### src/rtl/lcv_mul_acc_pkg.sv
// Shared types and helpers for the round-robin multiply-accumulate sequencer.
// Widths are fixed for the largest legal requester count so every user agrees.
package lcv_mul_acc_pkg;

  localparam int MAC_IN_WIDTH = 16;
  localparam int PROD_WIDTH   = 32;
  localparam int MAX_REQ      = 8;
  localparam int IDX_WIDTH    = 3;

  typedef struct packed {
    logic [IDX_WIDTH-1:0]         index;
    logic                         clr;
    logic signed [PROD_WIDTH-1:0] product;
  } mac_op_t;

  // One-hot grant: first valid requester scanning ptr, ptr+1, ... modulo n.
  function automatic logic [MAX_REQ-1:0] rr_pick(input logic [MAX_REQ-1:0] valid,
                                                 input logic [IDX_WIDTH-1:0] ptr,
                                                 input int n);
    logic [MAX_REQ-1:0] grant;
    logic               found;
    int                 idx;
    grant = '0;
    found = 1'b0;
    for (int k = 0; k < MAX_REQ; k++) begin
      idx = (int'(ptr) + k) % n;
      if (k < n && !found && valid[idx[IDX_WIDTH-1:0]]) begin
        grant[idx[IDX_WIDTH-1:0]] = 1'b1;
        found = 1'b1;
      end
    end
    return grant;
  endfunction

endpackage

### src/rtl/lcv_rr_arbiter.sv
// Round-robin requester pick plus the rotating priority pointer.
// Any valid request is accepted; there is no downstream backpressure.
module lcv_rr_arbiter
  import lcv_mul_acc_pkg::*;
#(
  parameter int N = 4
) (
  input  logic                 clk,
  input  logic                 rst,
  input  logic [N-1:0]         valid_i,
  output logic [N-1:0]         grant_o,
  output logic [IDX_WIDTH-1:0] grant_idx_o,
  output logic                 fire_o,
  output logic [IDX_WIDTH-1:0] ptr_o
);

  logic [IDX_WIDTH-1:0] ptr_q, ptr_d;
  logic [MAX_REQ-1:0]   pick;

  always_comb begin
    pick        = rr_pick(MAX_REQ'(valid_i), ptr_q, N);
    grant_o     = pick[N-1:0];
    grant_idx_o = '0;
    for (int i = 0; i < MAX_REQ; i++) begin
      if (pick[i]) grant_idx_o = IDX_WIDTH'(i);
    end
  end

  assign fire_o = |valid_i;
  assign ptr_o  = ptr_q;

  always_comb begin
    ptr_d = ptr_q;
    if (fire_o) begin
      ptr_d = (int'(grant_idx_o) == N - 1) ? '0 : grant_idx_o + IDX_WIDTH'(1);
    end
  end

  always_ff @(posedge clk) begin
    if (rst) ptr_q <= '0;
    else     ptr_q <= ptr_d;
  end

endmodule

### src/rtl/lcv_mul_acc_arb.sv
// Shares one signed 16x16 MAC among NUM_REQ requesters, each with a private
// accumulator; the result returns to the issuer LATENCY cycles after accept.
module lcv_mul_acc_arb
  import lcv_mul_acc_pkg::*;
#(
  parameter int NUM_REQ   = 4,
  parameter int ACC_WIDTH = 33,
  parameter int LATENCY   = 1
) (
  input  logic                         clk,
  input  logic                         rst,
  input  logic [NUM_REQ-1:0]           req_valid,
  output logic [NUM_REQ-1:0]           req_ready,
  input  logic [NUM_REQ-1:0]           req_clr,
  input  logic [NUM_REQ*16-1:0]        req_a,
  input  logic [NUM_REQ*16-1:0]        req_b,
  output logic [NUM_REQ-1:0]           rsp_valid,
  output logic [ACC_WIDTH-1:0]         rsp_data,
  output logic                         busy
);

  // Handshake: an op is accepted on a rising edge where req_valid[i] and
  // req_ready[i] are both high; responses carry no ready and cannot stall.

  logic [NUM_REQ-1:0]        grant;
  logic [IDX_WIDTH-1:0]      grant_idx;
  logic [IDX_WIDTH-1:0]      rr_ptr;
  logic                      fire;

  logic signed [MAC_IN_WIDTH-1:0] a_sel, b_sel;
  logic                           clr_sel;
  logic signed [PROD_WIDTH-1:0]   prod;
  mac_op_t                        acc_op;

  mac_op_t                   fin_op;
  logic                      fin_vld;
  logic                      stage_busy;

  logic [ACC_WIDTH-1:0]      acc_q [NUM_REQ];
  logic [ACC_WIDTH-1:0]      acc_rd;
  logic [ACC_WIDTH-1:0]      new_val;
  logic [NUM_REQ-1:0]        rsp_valid_q, rsp_valid_d;
  logic [ACC_WIDTH-1:0]      rsp_data_q;

  lcv_rr_arbiter #(.N(NUM_REQ)) u_arb (
    .clk         (clk),
    .rst         (rst),
    .valid_i     (req_valid),
    .grant_o     (grant),
    .grant_idx_o (grant_idx),
    .fire_o      (fire),
    .ptr_o       (rr_ptr)
  );

  assign req_ready = grant;

  always_comb begin
    a_sel   = '0;
    b_sel   = '0;
    clr_sel = 1'b0;
    for (int i = 0; i < NUM_REQ; i++) begin
      if (grant[i]) begin
        a_sel   = req_a[16*i +: 16];
        b_sel   = req_b[16*i +: 16];
        clr_sel = req_clr[i];
      end
    end
  end

  assign prod = a_sel * b_sel;

  always_comb begin
    acc_op.index   = grant_idx;
    acc_op.clr     = clr_sel;
    acc_op.product = prod;
  end

  // The accumulator is read only in the final stage, so same-requester ops
  // chain back to back without forwarding in either latency mode.
  generate
    if (LATENCY == 2) begin : g_pipe
      mac_op_t op_q;
      logic    op_vld_q;
      always_ff @(posedge clk) begin
        if (rst) begin
          op_q     <= '0;
          op_vld_q <= 1'b0;
        end else begin
          op_vld_q <= fire;
          if (fire) op_q <= acc_op;
        end
      end
      assign fin_op     = op_q;
      assign fin_vld    = op_vld_q;
      assign stage_busy = op_vld_q;
    end else begin : g_direct
      assign fin_op     = acc_op;
      assign fin_vld    = fire;
      assign stage_busy = 1'b0;
    end
  endgenerate

  always_comb begin
    acc_rd = '0;
    for (int i = 0; i < NUM_REQ; i++) begin
      if (fin_op.index == IDX_WIDTH'(i)) acc_rd = acc_q[i];
    end
  end

  assign new_val = ACC_WIDTH'($signed(fin_op.product)) + (fin_op.clr ? '0 : acc_rd);

  always_comb begin
    rsp_valid_d = '0;
    for (int i = 0; i < NUM_REQ; i++) begin
      rsp_valid_d[i] = fin_vld && (fin_op.index == IDX_WIDTH'(i));
    end
  end

  always_ff @(posedge clk) begin
    if (rst) begin
      rsp_valid_q <= '0;
      rsp_data_q  <= '0;
      for (int i = 0; i < NUM_REQ; i++) acc_q[i] <= '0;
    end else begin
      rsp_valid_q <= rsp_valid_d;
      if (fin_vld) begin
        rsp_data_q <= new_val;
        for (int i = 0; i < NUM_REQ; i++) begin
          if (rsp_valid_d[i]) acc_q[i] <= new_val;
        end
      end
    end
  end

  assign rsp_valid = rsp_valid_q;
  assign rsp_data  = rsp_data_q;
  assign busy      = stage_busy | (|rsp_valid_q);

  // rr_ptr is observable in simulation for checker binding; it has no port.
  logic unused_ptr;
  assign unused_ptr = ^rr_ptr;

endmodule
### config.mk
export PLATFORM = sky130hd
export DESIGN_NAME = lcv_mul_acc_arb
export DESIGN_NICKNAME = d
export VERILOG_FILES = /design/src/rtl/lcv_mul_acc_pkg.sv /design/src/rtl/lcv_rr_arbiter.sv /design/src/rtl/lcv_mul_acc_arb.sv
export SDC_FILE = /design/constraint.sdc
export NUM_CORES = 1
export LEC_CHECK = 0
export BUFFER_PORTS_ARGS = -buffer_cell sky130_fd_sc_hd__buf_2
export CAP_MARGIN = 20
export CORE_MARGIN = 8
export CORE_UTILIZATION = 32
export DETAILED_ROUTE_END_ITERATION = 10
export PLACE_DENSITY = 0.48
export SYNTH_ARGS = -nofsm -noshare
export SYNTH_HDL_FRONTEND = slang
export SYNTH_HIERARCHICAL = 1
export SYNTH_SLANG_ARGS = --single-unit
### constraint.sdc
create_clock -name clk -period 11.6 [get_ports clk]
set_input_delay 1.16 -clock clk [delete_from_list [all_inputs] [get_ports clk]]
set_output_delay 1.16 -clock clk [all_outputs]
set_load 0.005 [all_outputs]
==> results.tsv <==
metric	value	unit
critical path type	in -> reg	
die footprint	0.0710	sq mm
f_max	90.4	MHz
synthesized netlist net count	2661	
Initial Util	0.321	
fin crit share	0.953	
register area	0.00475	sq mm
RSZ-0062 raised after global routing	false	
Hold Path Depth	2	
most used cell, CP	fa_1	
vias per cell	4.90	
r2r worst-path depth	38	
met3 usage in global routing	0.0257	
flop-to-flop setup slack	0.68	ns
measured slew at the worst slew-check pin	1.04	ns
vias in the first global route	16827	
post-CTS sizing	0	
clock skew	0.00801	ns
Max Transition Viols Final	0	
port bufs	179	
fillcell total	6386	
setup tns final	0	ns
share of layout cells above drive strength 1	0.165	
Layout Nets	2852	
# setup viols final	0	
die height	266	microns
Reg clk slew, reported paths	0.07	ns
gp weighted congestion	0.938	
latest clock arrival within the worst-skew pair	0.45	ns
GRT Max-Usage Layer	met2	
DRT antenna net count	0	
initial antenna violation count	1	
Worst path slowest cell	mux4_2	
most frequent cells in the layout	372 x nor2_1, 321 x inv_1, 263 x fa_1	
Synth Instances	2140	
Fin. Hold Viols	0	
first-pass GRT wire length	98200	microns
# hold bufs at CTS	0	
CTS Buf Count	17	
final setup margin	0.544	ns
total grt overflow	0	
pin count of the biggest net entering global routing	69	
initial detailed-routing violation count	999	
worst slack at placement	0.0605	ns
maxcap violations	0	
Netlist Area Pre-Place	0.0201	sq mm
hpwl dp	50000	microns
clock tree from TritonCTS	built	
routed via count	15641	
# rows	92	
clock sink count	171	
commonest non-fill, non-tap cell in the layout	nor2_1	
antenna cells	0	
Global Route met1 Usage	0.241	
synth warn	6	
Core ar.	0.0625	sq mm
Critical Path End Type	flip-flop	
area delta synth->final	14.5	%
clock root cell	clkbuf_16	
Worst Hold Class	reg -> reg	
Pre-antenna DRT Iters	5	
io pins	180	
Post-Route WL	61800	microns
Final Critical Period	11.06	ns
area of the multi-input gates	0.0138	sq mm
Data required, critical path	11.97	ns
GRT Overall Usage	0.177	
synthesized area per cell	9.38	sq um
Worst setup SP type	input pin	
Data arrival, critical path	11.43	ns
worst-path maximum fanout	20	
maximum root-to-sink buffer count	2	
Setup Fix Bufs, Post-CTS	0	
Worst path max stage delay	0.59	ns
status	finished, final reports clean	
DRC violations left	0	
Die W	266	microns
CTS H-tree lvls	4	
routed length per instance	19.4	microns
max_slew headroom	0.308	
met2 Usage GRT	0.293	
## registers in the layout, summed over array words and instances (netlist names)
register / count
rsp_data: 33
u_arb/ptr_o: 2
rsp_valid: 4
acc_q: 132
## worst max-delay path: cells and delay by family
family                     cells  cell delay (ns)
muxes                          1             0.59
adders and majority gates      8             3.73
and+or+nand+nor                9             1.45
xor gates and xnor gates       2             0.59
AOI/OAI and AO/OA             13             3.15
buffers and inverters          6             0.73
## worst paths after layout
| path | startpoint | endpoint |
|---|---|---|
| hold reg to reg | rsp_data[15]$_SDFFE_PP0P_ | rsp_data[15]$_SDFFE_PP0P_ |
| setup / recovery | req_valid[3] | rsp_data[32]$_SDFFE_PP0P_ |
| hold / removal | rsp_data[15]$_SDFFE_PP0P_ | rsp_data[15]$_SDFFE_PP0P_ |
| setup reg to reg | u_arb/ptr_o[1]$_SDFFE_PP0P_ | rsp_data[32]$_SDFFE_PP0P_ |
## cell type report
| class | count | area share |
|---|---|---|
| sequential | 171 | 0.206 |
| clock buffer | 20 | 0.0218 |
| multi-input combinational | 1555 | 0.601 |
| tap | 846 | 0.0461 |
| clock inverter | 12 | 0.00408 |
| inverter | 324 | 0.0529 |
| timing repair buffer | 262 | 0.0677 |
## per-layer routing
metal | routed length (microns) | vias to the layer above
met5 | 0 | -
met4 | 1440 | 0
met3 | 2960 | 76
met2 | 28900 | 418
met1 | 28500 | 7744
li1 | - | 7403
## metrics by stage
stage	util	area, sq um	hold slack, ns	std cells
floorplan	-	20100	0.462	2140
global placement	0.358	22400	0.456	3158
detailed placement	0.358	22400	0.460	3158
CTS	0.368	23000	0.471	3190
global route	0.368	23000	0.496	3190
finish	0.368	23000	0.467	3190
Power is left out: the tool's default activity adds up to more than one toggle a clock period on the data nets, which glitch-free logic cannot reach.
